--- src/rtl/audio_pkg.sv ---
// ============================================================================
// audio_pkg : shared constants and types for the audio_in I2S receiver.
// Revision  : 1.0
// ============================================================================
`timescale 1ns/1ps
`default_nettype none

package audio_pkg;

  localparam int SAMPLE_W_DEF = 16;
  localparam int ERR_CNT_W    = 8;

  typedef enum logic [1:0] {
    ST_IDLE  = 2'd0,
    ST_DELAY = 2'd1,
    ST_SHIFT = 2'd2,
    ST_HOLD  = 2'd3
  } state_t;

endpackage

`default_nettype wire

--- src/rtl/audio_sync.sv ---
// ============================================================================
// audio_sync : multi-flop synchronizer; one edge-detected input with a
//              rising-edge strobe, plus a plain-synchronized data vector.
// Revision   : 1.0
// ============================================================================
`timescale 1ns/1ps
`default_nettype none

module audio_sync #(
  parameter int W      = 2,
  parameter int STAGES = 2
) (
  input  logic         clk,
  input  logic         rst,
  input  logic         edge_in,
  input  logic [W-1:0] d,
  output logic         edge_rise,
  output logic [W-1:0] q
);

  logic [STAGES-1:0]        r_edge_pipe;
  logic                     r_edge_prev;
  logic [STAGES-1:0][W-1:0] r_pipe;

  always_ff @(posedge clk) begin
    if (rst) begin
      r_edge_pipe <= '0;
      r_edge_prev <= 1'b0;
      r_pipe      <= '0;
    end else begin
      r_edge_pipe <= {r_edge_pipe[STAGES-2:0], edge_in};
      r_edge_prev <= r_edge_pipe[STAGES-1];
      r_pipe      <= {r_pipe[STAGES-2:0], d};
    end
  end

  // Both chains have equal depth, so data is coherent with the strobe.
  assign edge_rise = r_edge_pipe[STAGES-1] & ~r_edge_prev;
  assign q         = r_pipe[STAGES-1];

endmodule

`default_nettype wire

--- src/rtl/audio_in.sv ---
// ============================================================================
// audio_in : oversampled I2S capture into paired signed left/right samples.
//            Optional macro AUDIO_IN_ERR_CNT_EN adds a saturating err_count.
// Revision : 1.0
// ============================================================================
`timescale 1ns/1ps
`default_nettype none

module audio_in
  import audio_pkg::*;
#(
  parameter int SAMPLE_W    = SAMPLE_W_DEF,
  parameter int SYNC_STAGES = 2
) (
  input  logic                       CLK,
  input  logic                       RST,
  input  logic                       BCLK,
  input  logic                       LRCLK,
  input  logic                       ADCDAT,
  output logic signed [SAMPLE_W-1:0] left,
  output logic signed [SAMPLE_W-1:0] right,
  output logic                       valid,
  output logic                       frame_err
`ifdef AUDIO_IN_ERR_CNT_EN
  ,
  output logic [ERR_CNT_W-1:0]       err_count
`endif
);

  localparam int CNT_W = $clog2(SAMPLE_W + 1);

  logic [1:0]          w_lrdat;
  logic                w_stb;
  logic                w_lr;
  logic                w_dat;

  state_t              r_state;
  state_t              w_next;
  logic                r_lr_prev;
  logic                r_seen;
  logic                r_chan;
  logic [CNT_W-1:0]    r_cnt;
  logic [SAMPLE_W-1:0] r_shreg;
  logic [SAMPLE_W-1:0] r_left_hold;
  logic                r_left_ok;

  logic                w_lr_chg;
  logic                w_fall;
  logic                w_start;
  logic                w_shift;
  logic                w_done;
  logic                w_err;
  logic [SAMPLE_W-1:0] w_word;

  audio_sync #(
    .W      (2),
    .STAGES (SYNC_STAGES)
  ) u_sync (
    .clk       (CLK),
    .rst       (RST),
    .edge_in   (BCLK),
    .d         ({ADCDAT, LRCLK}),
    .edge_rise (w_stb),
    .q         (w_lrdat)
  );

  assign w_lr   = w_lrdat[0];
  assign w_dat  = w_lrdat[1];
  assign w_word = {r_shreg[SAMPLE_W-2:0], w_dat};

  assign w_lr_chg = w_stb && (w_lr != r_lr_prev);
  // r_seen keeps the reset value of lr_prev from faking a 1->0 edge mid-slot.
  assign w_fall   = w_stb && r_seen && r_lr_prev && !w_lr;

  always_ff @(posedge CLK) begin
    if (RST) begin
      r_state <= ST_IDLE;
    end else begin
      r_state <= w_next;
    end
  end

  always_comb begin
    w_next = r_state;
    if (w_start) begin
      w_next = ST_DELAY;
    end else if (w_done) begin
      w_next = ST_HOLD;
    end else if (w_shift) begin
      w_next = ST_SHIFT;
    end
  end

  // The strobe that reveals an LRCLK change is the I2S delay bit; the first
  // strobe seen in DELAY therefore carries the MSB.
  always_comb begin
    w_start = 1'b0;
    w_shift = 1'b0;
    w_done  = 1'b0;
    w_err   = 1'b0;
    case (r_state)
      ST_IDLE: begin
        w_start = w_fall;
      end
      ST_DELAY, ST_SHIFT: begin
        if (w_lr_chg) begin
          w_start = 1'b1;
          w_err   = 1'b1;
        end else if (w_stb) begin
          w_shift = 1'b1;
          w_done  = (r_cnt == CNT_W'(SAMPLE_W - 1));
        end
      end
      ST_HOLD: begin
        w_start = w_lr_chg;
      end
      default: begin
        w_start = 1'b0;
      end
    endcase
  end

  always_ff @(posedge CLK) begin
    if (RST) begin
      r_lr_prev   <= 1'b1;
      r_seen      <= 1'b0;
      r_chan      <= 1'b0;
      r_cnt       <= '0;
      r_shreg     <= '0;
      r_left_hold <= '0;
      r_left_ok   <= 1'b0;
      left        <= '0;
      right       <= '0;
      valid       <= 1'b0;
      frame_err   <= 1'b0;
    end else begin
      valid     <= 1'b0;
      frame_err <= w_err;
      if (w_stb) begin
        r_lr_prev <= w_lr;
        r_seen    <= 1'b1;
      end
      if (w_start) begin
        r_chan <= w_lr;
        r_cnt  <= '0;
        if (!w_lr) begin
          r_left_ok <= 1'b0;
        end
      end
      if (w_shift) begin
        r_shreg <= w_word;
        r_cnt   <= r_cnt + 1'b1;
      end
      if (w_done) begin
        if (!r_chan) begin
          r_left_hold <= w_word;
          r_left_ok   <= 1'b1;
        end else begin
          r_left_ok <= 1'b0;
          if (r_left_ok) begin
            left  <= r_left_hold;
            right <= w_word;
            valid <= 1'b1;
          end
        end
      end
    end
  end

`ifdef AUDIO_IN_ERR_CNT_EN
  always_ff @(posedge CLK) begin
    if (RST) begin
      err_count <= '0;
    end else if (w_err && (err_count != {ERR_CNT_W{1'b1}})) begin
      err_count <= err_count + 1'b1;
    end
  end
`endif

endmodule

`default_nettype wire

--- config.mk ---
export PLATFORM = sky130hd
export DESIGN_NAME = audio_in
export DESIGN_NICKNAME = d
export VERILOG_FILES = /design/src/rtl/audio_pkg.sv /design/src/rtl/audio_sync.sv /design/src/rtl/audio_in.sv
export SDC_FILE = /design/constraint.sdc
export NUM_CORES = 1
export LEC_CHECK = 0
export BUFFER_PORTS_ARGS = -buffer_cell sky130_fd_sc_hd__buf_4
export CAP_MARGIN = 20
export CORE_MARGIN = 2
export CORE_UTILIZATION = 30
export DETAILED_ROUTE_END_ITERATION = 8
export PLACE_DENSITY = 0.44
export SETUP_SLACK_MARGIN = 0.1
export SYNTH_ARGS = -nofsm -noshare
export SYNTH_HDL_FRONTEND = slang
export SYNTH_HIERARCHICAL = 1
export SYNTH_SLANG_ARGS = --single-unit
--- constraint.sdc ---
create_clock -name CLK -period 2.4 [get_ports CLK]
set_clock_uncertainty 0.1 [all_clocks]
set_input_delay 0.24 -clock CLK [delete_from_list [all_inputs] [get_ports CLK]]
set_output_delay 0.24 -clock CLK [all_outputs]
set_load 0.01 [all_outputs]
Yosys cells after proc, flatten, opt, wreduce, memory -nomap -nowiden
Index checks and enable logic that the tools add are counted.
{"block": "op_classes", "addsub": 1, "multipliers": 0, "n_div": 0, "n_lt_le_gt_ge": 0, "n_eq_ne": 6, "shift": 0, "muxes": 18, "n_bitwise": 5, "n_reduce_logical": 17}
{"cell": "2-to-1 mux 1 bit", "n": 13}
{"cell": "2-to-1 mux 5 bit", "n": 2}
{"cell": "nonzero test 2 bit", "n": 3}
{"cell": "OR reduction 2 bit", "n": 3}
{"cell": "adder 5 x 1 -> 5 bit, second input constant", "n": 1}
{"cell": "equality test 5 x 4 -> 1 bit, second input constant", "n": 1}
{"cell": "equality test 2 bit, second input constant", "n": 2}
{"cell": "logical AND 1 bit", "n": 4}
{"cell": "2-to-1 mux 2 bit", "n": 2}
{"cell": "NOT 1 bit", "n": 4}
{"cell": "AND reduction 2 bit", "n": 2}
{"cell": "case mux 1 bit (3 select lines)", "n": 1}
{"cell": "AND reduction 3 bit", "n": 1}
{"cell": "nonzero test 3 bit", "n": 1}
{"cell": "OR reduction 3 bit", "n": 1}
{"cell": "equality test 2 x 1 -> 1 bit, second input constant", "n": 1}
{"cell": "zero test 2 bit", "n": 1}
{"cell": "inequality test 2 bit, second input constant", "n": 1}
{"cell": "AND 1 bit", "n": 1}
{"cell": "zero test 1 bit", "n": 1}
{"cell": "inequality test 1 bit", "n": 1}
{"block": "totals", "regBits": 83, "latchBits": 0, "ram_bits": 0, "rom_bits": 0, "inputBits": 5, "out_inout_bits": 34, "elab_cells": 64, "n_memories": 0}

Depth between registers and ports, before layout
Gate-level depths: netlist of the first run.
{"block": "depth", "depth_word": 8, "ltp_mapped": 9, "mapped_depth_nobuf": 7}

Cells and area by module
The synthesis of the first run kept the hierarchy.
{"module": "audio_in", "instances": 1, "cells_each": 332, "area_each_um2": 2866.5, "seq_area_each_um2": 1521.5}
{"module": "audio_sync", "instances": 1, "cells_each": 17, "area_each_um2": 205.2, "seq_area_each_um2": 140.1}

Worst setup path before layout of the first run
No wires, ideal clock.
{"block": "synth_path", "kind": "flip-flop to flip-flop", "from": "reg r_cnt[0]", "to": "reg r_left_hold[10]", "setup_ns": 0.128, "arrival_ns": 1.685, "t_required_ns": 2.172, "setup_slack_ns": 0.488, "path_stages_with_launch": 10, "n_path_buf": 2, "period_less_slack_ns": 1.912, "cell_sequence": "dfxtp_1 > ha_1 > and3_1 > ha_1 > and3_1 > nor3b_2 > buf_6 > buf_12 > mux2i_1 > nor2_1"}
{"block": "synth_via", "elab_chain_len": 5}
{"item": "start: declaration", "line": "audio_in.sv:42", "rtl": "logic [CNT_W-1:0] r_cnt;"}
{"item": "start signal: assignment", "line": "audio_in.sv:152", "rtl": "r_cnt <= r_cnt + 1'b1;"}
{"item": "equality test 5 x 4 -> 1 bit", "line": "audio_in.sv:111", "rtl": "w_done = (r_cnt == CNT_W'(SAMPLE_W - 1));"}
{"item": "2-to-1 mux 1 bit", "line": "audio_in.sv:109", "rtl": "end else if (w_stb) begin"}
{"item": "2-to-1 mux 1 bit", "line": "audio_in.sv:106", "rtl": "if (w_lr_chg) begin"}
{"item": "2-to-1 mux 1 bit", "line": "audio_in.sv:101", "rtl": "case (r_state)"}
{"item": "AND reduction 2 bit (no source line)"}
{"item": "end signal: assignment", "line": "audio_in.sv:156", "rtl": "r_left_hold <= w_word;"}
{"item": "end: declaration", "line": "audio_in.sv:44", "rtl": "logic [SAMPLE_W-1:0] r_left_hold;"}
Every way passes these cells.
A chain may end at the register's enable or synchronous reset.

Final worst setup path of the first run
{"block": "layout_path", "from": "reg r_cnt[0]", "to": "reg r_left_hold[1]"}
The elaborated chain is that of the path after synthesis.

==> key figures, run 1 <==
Run status
  – Status: completed

Worst setup path
  – Critical Path AT: approximately 2200 ps
  – Reg2Reg Depth: 8
  – CP startpoint kind: register
  – R2R Path End: r_left_hold[1]$_SDFFE_PP0P_
  – WS Path Type: reg2reg
  – R2R Setup Slk: 370 ps
  – Max FO, Critical Path: 16
  – Crit path required time: 2520 ps
  – Worst flop-to-flop path startpoint: r_cnt[0]$_SDFFE_PP0P_
  – Setup crit end kind: register

Cells and area
  – Nets: 391
  – Most frequent cells in the layout: nand2_1, dfxtp_1, a21oi_1
  – Area grow syn2layout: 18.2%
  – ANT cells: 0
  – Post-route cell area: 3630 um^2
  – Non-filler instance count after layout: 520
  – Core Util, Final: 36.8%
  – Share of cells above drive strength 1: 16.5%
  – Commonest non-fill, non-tap cell in the layout: nand2_1

Clock network
  – CTS resizes: 0
  – CTS max path bufs: 2
  – CTS Buf Count: 9
  – Clock Latency Late Sink: 340 ps
  – Post-CTS Setup Inserts: 0
  – H-Tree Level Count: 3
  – CTS root buffer: clkbuf_8
  – CTS tree: yes
  – Clock sink count: 83
  – Reg clk slew, reported paths: 80 ps

Min path
  – Worst hold path type: in2reg
  – Hold Startpoint: ADCDAT
  – Hold Path Cell Cnt: 2
  – Worst Hold Path EP: u_sync/r_pipe[1]$_SDFF_PP0_

STA
  – Setup ws final: around 370 ps
  – Relative slew slack: 69.8%
  – Fmax: 0.492 GHz
  – Min Tclk post-route: 2030 ps
  – Worst slew pin tran: roughly 450 ps
  – Max-slew violations: 0
  – Setup Viol. Count Final: 0
  – RSZ-0062 raised after global routing: false
  – Crit share post-route: 84.7%
  – Worst Hold Margin: 15.7 ps
  – Setup TNS Final: 0 ps
  – Fin. Hold Viols: 0

Route
  – Drt total wl: 6310 um
  – Total number of vias: between 2000 and 2500
  – Mean number of vias per cell: approximately 4.5
  – Wire per inst: 12.1 um
  – Final ANT Viol Nets: 0
  – Drt initial violations: 65
  – Post-route DRC: 0
  – TritonRoute pass-1 iters: 4

Logic synthesis
  – Yosys reg bits: 83
  – Netlist Area Pre-Place: 3070 um^2
  – Register area share after synthesis: 54.1%
  – Number of flops mapped to enable cells by yosys: 0
  – Avg Cell Area, Syn: 8.80 um^2
  – Ys async rst share: 0%
  – XOR/XNOR Fraction of Synth Area: less than 1%
  – Synth cell types: 35
  – Synth Area in Compound Gates: 11.4%
  – Multiplexer share of the synthesized area: 5.21%
  – Ys flop type: dfxtp_1
  – Post-Synth Simple-Gate Area: 21.7%
  – Largest family of logic cells by synthesized area: simple AND/OR/NAND/NOR gates
  – Syn Inst Count: 349
  – Synthesis Warnings: 6
  – Adder-cell share of the synthesized area: 1.22%
  – Mapped Nets: 357

Run
  – Max-cap viol count: 0

Pwr
  – Reg power frac: 59.1%
  – Clock power share: 38.6%
  – Switch Pwr: between 0.5 and 0.6 mW
  – Total Power: about 2.3 mW
  – P_int: between 1.5 and 2 mW
  – Sw Ratio: 22.2%
  – Comb power frac: 2.3%
  – Maximum vdd drop: 0.274 mV
  – Pwr Density: 647 nW/um^2
  – Leakage: ~1.3 nW

GRT
  – Antenna violations before repair: 0
  – First-pass GRT wire length: 10600 um
  – Largest net degree at the start of global routing: 46
  – Vias in the first global route: about 2300
  – GRT Overall Usage: approximately an eighth
  – Grt total ovfl: 0

Floorplanning
  – Initial core utilization: a little under a third
  – Core area: 9860 um^2
  – Die ar.: 11100 um^2
  – Site row count: 36
  – Die height: 105 um
  – Die Wd: 105 um
  – # IOs: 39

Placement
  – DP Cell Count: 503
  – Pre-CTS setup slack: between 300 and 400 ps
  – Number of port buffers: 38
  – HPWL after DPL: 4020 um
  – Post-Place Cell Area: 3440 um^2
  – Gpl congestion: 0.713
## what timing repair did
action	in CTS	in global routing
hold buffers	2	0
endpoints found under the setup margin	0	0
endpoints found under the hold margin	2	0
## critical path, stage by stage (launching register included)
cell and delay, ps:
dfxtp_1 380, ha_1 190, and3_1 160, ha_1 130, and3_1 220, nor3b_4 260, buf_12 210, mux2i_1 210
nor2_1 50
## state kept, by name, indices dropped and copies added (netlist names)
register,count
r_cnt,5
right,16
valid,1
u_sync/r_edge_pipe,2
r_left_ok,1
r_state,2
r_lr_prev,1
frame_err,1
r_shreg,15
left,16
u_sync/q,2
u_sync/r_pipe,2
r_chan,1
r_left_hold,16
r_seen,1
u_sync/r_edge_prev,1
## how the worst max path moves through the flow
stage,start,to,slack (ps)
finish,r_cnt[0]$_SDFFE_PP0P_,r_left_hold[1]$_SDFFE_PP0P_,370
global route,r_cnt[0]$_SDFFE_PP0P_,left[2]$_SDFFE_PP0P_,180
global placement,r_cnt[0]$_SDFFE_PP0P_,r_left_hold[0]$_SDFFE_PP0P_,400
floorplan,r_cnt[0]$_SDFFE_PP0P_,r_left_hold[10]$_SDFFE_PP0P_,490
detailed placement,r_cnt[0]$_SDFFE_PP0P_,left[2]$_SDFFE_PP0P_,350
CTS,r_cnt[0]$_SDFFE_PP0P_,left[2]$_SDFFE_PP0P_,340
## cell usage after synthesis (3+ instances only)
| cell | n | share of area, % |
|---|---|---|
| nor2b_1 | 10 | 2.0 |
| nand2_1 | 100 | 12 |
| dfxtp_1 | 83 | 54 |
| buf_2 | 5 | 0.81 |
| a31oi_1 | 3 | 0.61 |
| o21ai_0 | 3 | 0.49 |
| buf_4 | 4 | 0.98 |
| inv_1 | 4 | 0.49 |
| buf_6 | 4 | 1.5 |
| mux2i_1 | 16 | 5.2 |
| clkbuf_1 | 10 | 1.2 |
| nand3b_1 | 4 | 0.98 |
| ha_1 | 3 | 1.2 |
| nand2b_1 | 3 | 0.61 |
| nor2_1 | 24 | 2.9 |
| a21oi_1 | 50 | 8.1 |
## layer usage
metal / routed length (um) / global-route usage [%]
met5: 0 / 0
met4: 111 / 4.86
met3: 169 / 3.56
met2: 2930 / 19.9
met1: 3090 / 14.3
## power groups by stage
stage	Clock [mW]	Combinational, mW	Sequential, mW
global route	1.00	0.0609	1.39
CTS	0.956	0.0561	1.39
floorplan	0	0.0429	1.42
global placement	0	0.0533	1.42
finish	0.907	0.0543	1.39
detailed placement	0	0.0531	1.42
## cell families (layout without fill, tap and decap cells)
logic type                 Yosys count  in the layout
and+or+nand+nor                    153            153
DFF                                 83             83
AOI/OAI and AO/OA                   64             64
buffers and inverters               28             66
muxes                               16             16
adders and majority gates            3              3
xor gates and xnor gates             2              2
## cell type report
class | count | area [um^2]
Clock buffer | 11 | 151
Multi-Input combinational cell | 238 | 1240
Sequential cell | 83 | 1660
Timing Repair Buffer | 47 | 370
Inverter | 4 | 15.0
Tap cell | 133 | 166
Clock inverter | 4 | 23.8
Fill cell | 1025 | 6230
(Power assumes the default switching activity.)
==> run 2, diff against run 1 <==
Settings changed: ABC_AREA from default to 1.
Clock period 2.4 ns to 1.95 ns, I/O delays scaled along.
==> run 2 against run 1 <==
  * Cell area is 1.1% higher
  * Utilization is 0.75 points higher
  * Count of clock-buffer cells in the layout is 2 lower
  * Hold slack better by 27 ps
  * Setup slack worse by 200 ps
  * Maximum frequency is 14% higher
  * Die area is 1.5% lower
  * Critical path depth is 1 higher
  * Combinational power is 33% higher
  * Clock power is 23% higher
  * Via count is 2.9% higher
  * Largest power group unchanged
==> key figures, run 2 <==
Run status
  – Status: completed (unchanged)

STA
  – Max-slew violations: 0 (unchanged)
  – RSZ-0062 raised after global routing: true (was false)
  – Crit share post-route: 91.3% (was 84.7%)
  – Min Tclk post-route: 1780 ps (was 2030 ps)
  – Setup Viol. Count Final: 0 (unchanged)
  – Setup TNS Final: 0 ps (unchanged)
  – Worst slew pin tran: 500 ps (was 453 ps)
  – Fin. Hold Viols: 0 (unchanged)
  – Setup ws final: 170 ps (was 367 ps)
  – Relative slew slack: 66.6% (was 69.8%)
  – Fmax: 0.562 GHz (was 0.492 GHz)

Floorplanning
  – # IOs: 39 (unchanged)
  – Core area: 9770 um^2 (was 9860 um^2)
  – Die height: 104 um (was 105 um)
  – Die ar.: 10900 um^2 (was 11100 um^2)
  – Die Wd: 104 um (was 105 um)
  – Initial core utilization: 30.9% (was 31.1%)
  – Site row count: 36 (unchanged)

Cells and area
  – Nets: 429 (was 391)
  – Share of cells above drive strength 1: 18.1% (was 16.5%)
  – ANT cells: 0 (unchanged)
  – Largest regs: left: 16 flops, r_left_hold: 16 flops, right: 16 flops (unchanged)
  – Area grow syn2layout: 21.5% (was 18.2%)
  – Most frequent cells in the layout: nor2_1, dfxtp_1, o21ai_0 (was nand2_1, dfxtp_1, a21oi_1)
  – Commonest non-fill, non-tap cell in the layout: nor2_1 (was nand2_1)

GRT
  – First-pass GRT wire length: 11300 um (was 10600 um)
  – Global Route met2 Usage: 20.3% (was 19.9%)
  – GRT Overall Usage: 12.7% (was 11.9%)
  – Global Route met3 Usage: 3.51% (was 3.56%)
  – Vias in the first global route: 2337 (was 2252)
  – GRT busiest layer: met2 (unchanged)
  – Antenna violations before repair: 0 (unchanged)
  – Met1 usage: 16.3% (was 14.3%)
  – Largest net degree at the start of global routing: 36 (was 46)
  – Grt total ovfl: 0 (unchanged)

Worst setup path
  – Slowest cell on crit path: dfxtp_2 (was dfxtp_1)
  – Setup crit end kind: register (unchanged)
  – Reg2Reg Depth: 9 (was 8)
  – R2R Setup Slk: 170 ps (was 370 ps)
  – Buf/Inv on CP: 2 (was 1)
  – Worst flop-to-flop path startpoint: r_cnt[0]$_SDFFE_PP0P_ (unchanged)
  – Critical-path cell list: ha_1, inv_1, nor3_2, ha_2, nand3_4, nor2_4, buf_8, o21ai_0, nor2_1 (was ha_1, and3_1, ha_1, and3_1, nor3b_4, buf_12, mux2i_1, nor2_1)
  – CP peak stage delay: 360 ps (was 380 ps)
  – Critical Path AT: 1960 ps (was 2160 ps)
  – R2R Path End: right[2]$_SDFFE_PP0P_ (was r_left_hold[1]$_SDFFE_PP0P_)
  – CP startpoint kind: register (unchanged)
  – Max FO, Critical Path: 16 (unchanged)
  – Crit path max-delay family: simple AND/OR/NAND/NOR gates (unchanged)
  – WS Path Type: reg2reg (unchanged)
  – Crit path required time: 2130 ps (was 2520 ps)

Logic synthesis
  – Syn Inst Count: 381 (was 349)
  – Post-synth top area share: 55.0% (was 54.1%)
  – Ys flop type: dfxtp_1 (unchanged)
  – Most frequent cell after synthesis: nor2_1 (was nand2_1)
  – Netlist Area Pre-Place: 3020 um^2 (was 3070 um^2)
  – Number of flops mapped to enable cells by yosys: 0 (unchanged)
  – Synth cell count leaders: nor2_1, dfxtp_1, o21ai_0, inv_1, nand2_1 (was nand2_1, dfxtp_1, a21oi_1, nor2_1, mux2i_1)
  – Synth cell types: 23 (was 35)
  – Register area share after synthesis: 55.0% (was 54.1%)
  – Synthesis Warnings: 6 (unchanged)
  – Post-Synth Simple-Gate Area: 22.8% (was 21.7%)
  – Adder-cell share of the synthesized area: 1.24% (was 1.22%)
  – XOR/XNOR Fraction of Synth Area: 0% (was 0.815%)
  – Multiplexer share of the synthesized area: 0% (was 5.21%)
  – Ys async rst share: 0% (unchanged)
  – Leading area contributor after synthesis: dfxtp_1 (unchanged)
  – Synth area leaders: dfxtp_1, nor2_1, o21ai_0 (was dfxtp_1, nand2_1, a21oi_1)
  – Avg Cell Area, Syn: 7.93 um^2 (was 8.80 um^2)
  – Mapped Nets: 389 (was 357)
  – Yosys reg bits: 83 (unchanged)
  – Synth Area in Compound Gates: 13.1% (was 11.4%)
  – Largest family of logic cells by synthesized area: simple AND/OR/NAND/NOR gates (unchanged)

Min path
  – Hold Path Cell Cnt: 2 (unchanged)
  – Hold Startpoint: RST (was ADCDAT)
  – Worst Hold Path EP: r_left_ok$_SDFFE_PP0P_ (was u_sync/r_pipe[1]$_SDFF_PP0_)
  – Worst hold path type: in2reg (unchanged)

Run
  – Max-cap viol count: 0 (unchanged)

Route
  – Drt initial violations: 111 (was 65)
  – Wire per inst: 11.9 um (was 12.1 um)
  – Drt total wl: 6650 um (was 6310 um)
  – Mean number of vias per cell: 4.34 (was 4.53)
  – Final ANT Viol Nets: 0 (unchanged)
  – Post-route DRC: 0 (unchanged)
  – Total number of vias: 2426 (was 2358)
  – TritonRoute pass-1 iters: 4 (unchanged)

Pwr
  – Maximum vdd drop: 0.277 mV (was 0.274 mV)
  – Total Power: 2.90 mW (was 2.35 mW)
  – Leakage: 1.73 nW (was 1.29 nW)
  – Pwr Density: 789 nW/um^2 (was 647 nW/um^2)

Clock network
  – CTS root buffer: clkbuf_8 (unchanged)
  – CTS tree: yes (unchanged)
  – Reg clk slew, reported paths: 90 ps (was 80 ps)
  – CTS max path bufs: 2 (unchanged)
  – Clock Latency Late Sink: 350 ps (was 340 ps)
  – CTS Buf Count: 9 (unchanged)
  – Clock sink count: 83 (unchanged)
  – H-Tree Level Count: 3 (unchanged)

Placement
  – HPWL after DPL: 4170 um (was 4020 um)
  – Gpl congestion: 0.704 (was 0.713)
  – Pre-CTS setup slack: 23.7 ps (was 355 ps)
  – Number of port buffers: 38 (unchanged)
==> run 2: changes by cell type in the layout (fill, tap and decap cells not counted), sizes merged, moves of 3 or more <==
cell / before / now
nand2: 100 / 15
a21oi: 50 / 7
mux2i: 16 / 0
nor2: 24 / 143
inv: 5 / 27
nand3b: 4 / 0
o21ai: 3 / 70
buf: 45 / 48
a31oi: 3 / 0
nand2b: 3 / 0
nor2b: 10 / 0
nand4: 2 / 5
==> run 2: logic make-up (layout without fill, tap and decap cells) <==
logic type | after synthesis | after routing
and+or+nand+nor | 170 | 170
adders and majority gates | 3 | 3
DFF | 83 | 83
buffers and inverters | 47 | 92
AOI/OAI and AO/OA | 78 | 78
==> run 2: worst max-delay path by stage <==
stage / from / cells past startpoint / slack, ps / end
CTS: r_cnt[0]$_SDFFE_PP0P_ / 9 / 90 / right[11]$_SDFFE_PP0P_
global placement: r_cnt[0]$_SDFFE_PP0P_ / 9 / 60 / right[11]$_SDFFE_PP0P_
detailed placement: r_cnt[0]$_SDFFE_PP0P_ / 9 / 20 / right[11]$_SDFFE_PP0P_
finish: r_cnt[0]$_SDFFE_PP0P_ / 9 / 170 / right[2]$_SDFFE_PP0P_
floorplan: r_cnt[0]$_SDFFE_PP0P_ / 10 / 250 / r_left_hold[10]$_SDFFE_PP0P_
global route: r_cnt[1]$_SDFFE_PP0P_ / 9 / 40 / right[3]$_SDFFE_PP0P_
==> run 2: repair_timing <==
item / CTS / global route
buffers inserted: 0 / 0
pin swaps: 0 / 1
resized for setup: 2 / 11
endpoints found under the hold margin: 3 / 0
hold buffers: 3 / 0
gates cloned: 0 / 0
setup endpoints to repair: 32 / 55
==> run 2: power breakdown <==
group          internal, mW  switching (mW)  total, mW
clock                 0.469           0.649       1.12
combinational        0.0293          0.0430     0.0722
sequential             1.70         0.00484       1.71
==> run 2: layout make-up <==
type                            count  area [um^2]
Clock buffer                        9          124
Clock inverter                      7         51.3
Fill cell                        1042         6100
Inverter                           25          101
Multi-Input combinational cell    251         1130
Sequential cell                    83         1660
Tap cell                          133          166
Timing Repair Buffer               51          430
==> run 2: routing by layer <==
layer | wire length (um) | part of all wire [%]
met2 | 3040 | 46
met3 | 192 | 2.9
met5 | 0 | 0
met4 | 51 | 0.77
met1 | 3370 | 51
==> run 2: worst register-to-register path, stage by stage, from the launching register on <==
cell and delay [ps]:
dfxtp_2 360, ha_1 160, inv_1 60, nor3_2 100, ha_2 210, nand3_4 110, nor2_4 220, buf_8 190
o21ai_0 100, nor2_1 110
==> run 2: through the flow <==
step	instances	hold WS, ps	area (um^2)	utilization (%)
global placement	540	292	3430	35.1
finish	559	42.3	3670	37.6
CTS	559	32.5	3640	37.3
global route	559	51.3	3670	37.6
detailed placement	540	293	3430	35.1
floorplan	381	166	3020	-
==> run 3, diff against run 2 <==
Settings changed: SYNTH_HIERARCHICAL 1 to default, TNS_END_PERCENT from default to 10.
==> run 3 against run 2 <==
  * Non-clock buffer count is 5 higher
  * Largest cell class unchanged
  * Power is 7.7% higher
  * Maximum frequency is 3.2% lower
  * Sequential cell count stayed put
  * Utilization increased by 2.2 points
  * Final cell count is 1.3% higher
  * Combinational power rose by 3.0%
  * Highest routed layer unchanged
  * Die area rose by 0.48%
==> key figures, run 3 <==
Run status
  – Status: completed (unchanged)

Route
  – TritonRoute pass-1 iters: 4 (unchanged)
  – Wire per inst: 12.4 um (was 11.9 um)
  – Drt total wl: 7010 um (was 6650 um)
  – Mean number of vias per cell: 4.37 (was 4.34)
  – Post-route DRC: 0 (unchanged)
  – Final ANT Viol Nets: 0 (unchanged)
  – Total number of vias: 2475 (was 2426)
  – Drt initial violations: 95 (was 111)

Logic synthesis
  – Synthesis Warnings: 0 (was 6)
  – Synth cell types: 26 (was 23)
  – Leading area contributor after synthesis: dfxtp_1 (unchanged)
  – Syn Inst Count: 382 (was 381)
  – Most frequent cell after synthesis: nor2_1 (unchanged)
  – Ys flop type: dfxtp_1 (unchanged)
  – Yosys reg bits: 83 (unchanged)
  – Mapped Nets: 390 (was 389)
  – Post-synth top area share: 54.7% (was 55.0%)
  – Netlist Area Pre-Place: 3040 um^2 (was 3020 um^2)
  – Ys async rst share: 0% (unchanged)
  – Number of flops mapped to enable cells by yosys: 0 (unchanged)
  – Synth cell count leaders: nor2_1, dfxtp_1, o21ai_0, inv_1, nand2_1 (unchanged)
  – Avg Cell Area, Syn: 7.95 um^2 (was 7.93 um^2)
  – Synth area leaders: dfxtp_1, nor2_1, o21ai_0 (unchanged)
  – Register area share after synthesis: 54.7% (was 55.0%)

Cells and area
  – Share of cells above drive strength 1: 22.9% (was 18.1%)
  – Core Util, Final: 39.7% (was 37.6%)
  – ANT cells: 0 (unchanged)
  – Area grow syn2layout: 28.5% (was 21.5%)
  – Largest regs: left: 16 flops, r_left_hold: 16 flops, right: 16 flops (unchanged)
  – Most frequent cells in the layout: nor2_1, dfxtp_1, o21ai_0 (unchanged)
  – Commonest non-fill, non-tap cell in the layout: nor2_1 (unchanged)
  – Nets: 437 (was 429)
  – Layout fillers: 1080 (was 1042)

STA
  – Relative slew slack: 77.5% (was 66.6%)
  – Crit share post-route: 94.3% (was 91.3%)
  – Setup Viol. Count Final: 0 (unchanged)
  – Max-slew violations: 0 (unchanged)
  – Min Tclk post-route: 1840 ps (was 1780 ps)
  – Fin. Hold Viols: 0 (unchanged)
  – Worst slew pin tran: 337 ps (was 500 ps)
  – Setup TNS Final: 0 ps (unchanged)
  – Fmax: 0.544 GHz (was 0.562 GHz)
  – RSZ-0062 raised after global routing: true (unchanged)

Floorplanning
  – Core area: 9820 um^2 (was 9770 um^2)
  – Die Wd: 105 um (was 104 um)
  – # IOs: 39 (unchanged)
  – Site row count: 36 (unchanged)
  – Initial core utilization: 30.9% (about the same)
  – Die height: 105 um (was 104 um)
  – Die ar.: 10900 um^2 (about the same)

Clock network
  – Clock sink count: 83 (unchanged)
  – Reg clk slew, reported paths: 80 ps (was 90 ps)
  – CTS max path bufs: 2 (unchanged)
  – CTS Buf Count: 9 (unchanged)
  – Clock Latency Late Sink: 340 ps (was 350 ps)
  – CTS root buffer: clkbuf_8 (unchanged)
  – CTS tree: yes (unchanged)
  – H-Tree Level Count: 3 (unchanged)

GRT
  – Largest net degree at the start of global routing: 68 (was 36)
  – Grt total ovfl: 0 (unchanged)
  – Antenna violations before repair: 0 (unchanged)
  – Global Route met2 Usage: 19.3% (was 20.3%)
  – Met1 usage: 17.6% (was 16.3%)
  – GRT busiest layer: met2 (unchanged)
  – Global Route met3 Usage: 2.31% (was 3.51%)
  – GRT Overall Usage: 12.8% (was 12.7%)
  – Vias in the first global route: 2302 (was 2337)
  – First-pass GRT wire length: 11300 um (about the same)

Worst setup path
  – WS Path Type: reg2reg (unchanged)
  – Setup crit end kind: register (unchanged)
  – Crit path required time: 2140 ps (was 2130 ps)
  – Max FO, Critical Path: 7 (was 16)
  – Critical Path AT: 2030 ps (was 1960 ps)
  – CP startpoint kind: register (unchanged)
  – Slowest cell on crit path: dfxtp_4 (was dfxtp_2)
  – CP peak stage delay: 380 ps (was 360 ps)
  – Critical-path cell list: ha_4, inv_2, nor3_2, ha_2, nand3_4, nor2_4, buf_12, clkbuf_16, o21ai_0, nor2_1 (was ha_1, inv_1, nor3_2, ha_2, nand3_4, nor2_4, buf_8, o21ai_0, nor2_1)

Run
  – Max-cap viol count: 0 (unchanged)

Placement
  – Number of port buffers: 38 (unchanged)
  – HPWL after DPL: 4060 um (was 4170 um)
  – Gpl congestion: 0.723 (was 0.704)

Pwr
  – Clock power share: 42.9% (was 38.6%)
  – Pwr Density: 799 nW/um^2 (was 789 nW/um^2)
  – Maximum vdd drop: 0.380 mV (was 0.277 mV)
  – Reg power frac: 54.7% (was 58.9%)
  – Comb power frac: 2.4% (was 2.5%)
  – Switch Pwr: 0.647 mW (was 0.697 mW)
  – P_int: 2.47 mW (was 2.20 mW)
  – Leakage: 1.78 nW (was 1.73 nW)
  – Sw Ratio: 20.8% (was 24.0%)

Min path
  – Worst hold path type: in2reg (unchanged)
==> run 3: changes by cell type in the layout (fill, tap and decap cells not counted), moves of 3 or more <==
| cell | change |
|---|---|
| nor2_1 | -12 |
| nor2_2 | +7 |
| nand2_1 | +5 |
| o21ai_0 | -4 |
| o21ai_2 | +4 |
| a21oi_1 | +3 |
| clkbuf_16 | +3 |
| inv_2 | +3 |
| inv_6 | -3 |
| nand4_1 | -3 |
==> run 3: layout make-up <==
type,count,area (um^2),area share [%]
clock buffers,10,138,3.53
multi-input cells,253,1210,30.9
flip-flops and latches,83,1670,42.8
well taps,133,166,4.26
clock inverters,5,77.6,1.99
repair buffers,56,534,13.7
inverters,26,110,2.82
==> run 3: through the flow <==
stage / area, um^2 / cells / hold WS (ps) / power (mW) / setup WS, ps
after floorplan: 3040 / 382 / 202 / 1.80 / 239
after global placement: 3430 / 540 / 294 / 1.82 / 6.73
after detailed placement: 3430 / 540 / 296 / 1.82 / 14.0
after CTS: 3680 / 558 / 30.8 / 3.17 / 85.2
after global routing: 3900 / 566 / 51.1 / 3.25 / -6.45
final: 3900 / 566 / 44.2 / 3.12 / 110
==> run 3: path summary, 6_finish.rpt <==
path | from | to | slack [ps] | depth (start not counted)
max | r_cnt[1]$_SDFFE_PP0P_ | right[10]$_SDFFE_PP0P_ | 110 | 10
min | RST | r_left_ok$_SDFFE_PP0P_ | 40 | 2
max reg2reg | r_cnt[1]$_SDFFE_PP0P_ | right[10]$_SDFFE_PP0P_ | 110 | 10
min reg2reg | u_sync.r_pipe[0]$_SDFF_PP0_ | u_sync.q[0]$_SDFF_PP0_ | 310 | 2
==> run 3: kinds of logic after synthesis <==
| kind of cell | share of synthesized area [%] |
|---|---|
| adders and majority gates | 1.24 |
| and+or+nand+nor | 23.3 |
| buffers and inverters | 7.37 |
| DFF | 54.7 |
| AOI/OAI and AO/OA | 13.4 |
==> run 3: power groups by stage <==
stage	sequential [mW]	clock, mW	combinational [mW]
3_3_place_gp	1.75	0	0.0696
6_report	1.71	1.34	0.0744
2_1_floorplan	1.75	0	0.0494
4_1_cts	1.71	1.39	0.0740
3_5_place_dp	1.75	0	0.0693
5_1_grt	1.71	1.46	0.0848
==> run 3: worst max-delay path: cells and delay by family (launching register included) <==
kind	cells	cell delay (ps)
flip-flops	1	380
AND/OR/NAND/NOR	4	520
adder cells (fa/ha/maj)	2	350
AO/OA/AOI/OAI	1	80
buffers and inverters	3	350
==> run 3: routing by layer <==
metal | vias up | wire, um
li1 | 1305 | -
met4 | 0 | 125
met1 | 1124 | 3740
met3 | 10 | 183
met2 | 36 | 2950
met5 | - | 0
==> run 3: timing repair <==
item                                   in CTS  in global routing
setup endpoints to repair                  32                 51
hold buffers                                3                  0
gates resized for setup                     2                 39
pin swaps                                   0                 17
gates cloned                                0                  4
buffers inserted                            0                  4
endpoints found under the hold margin       3                  0
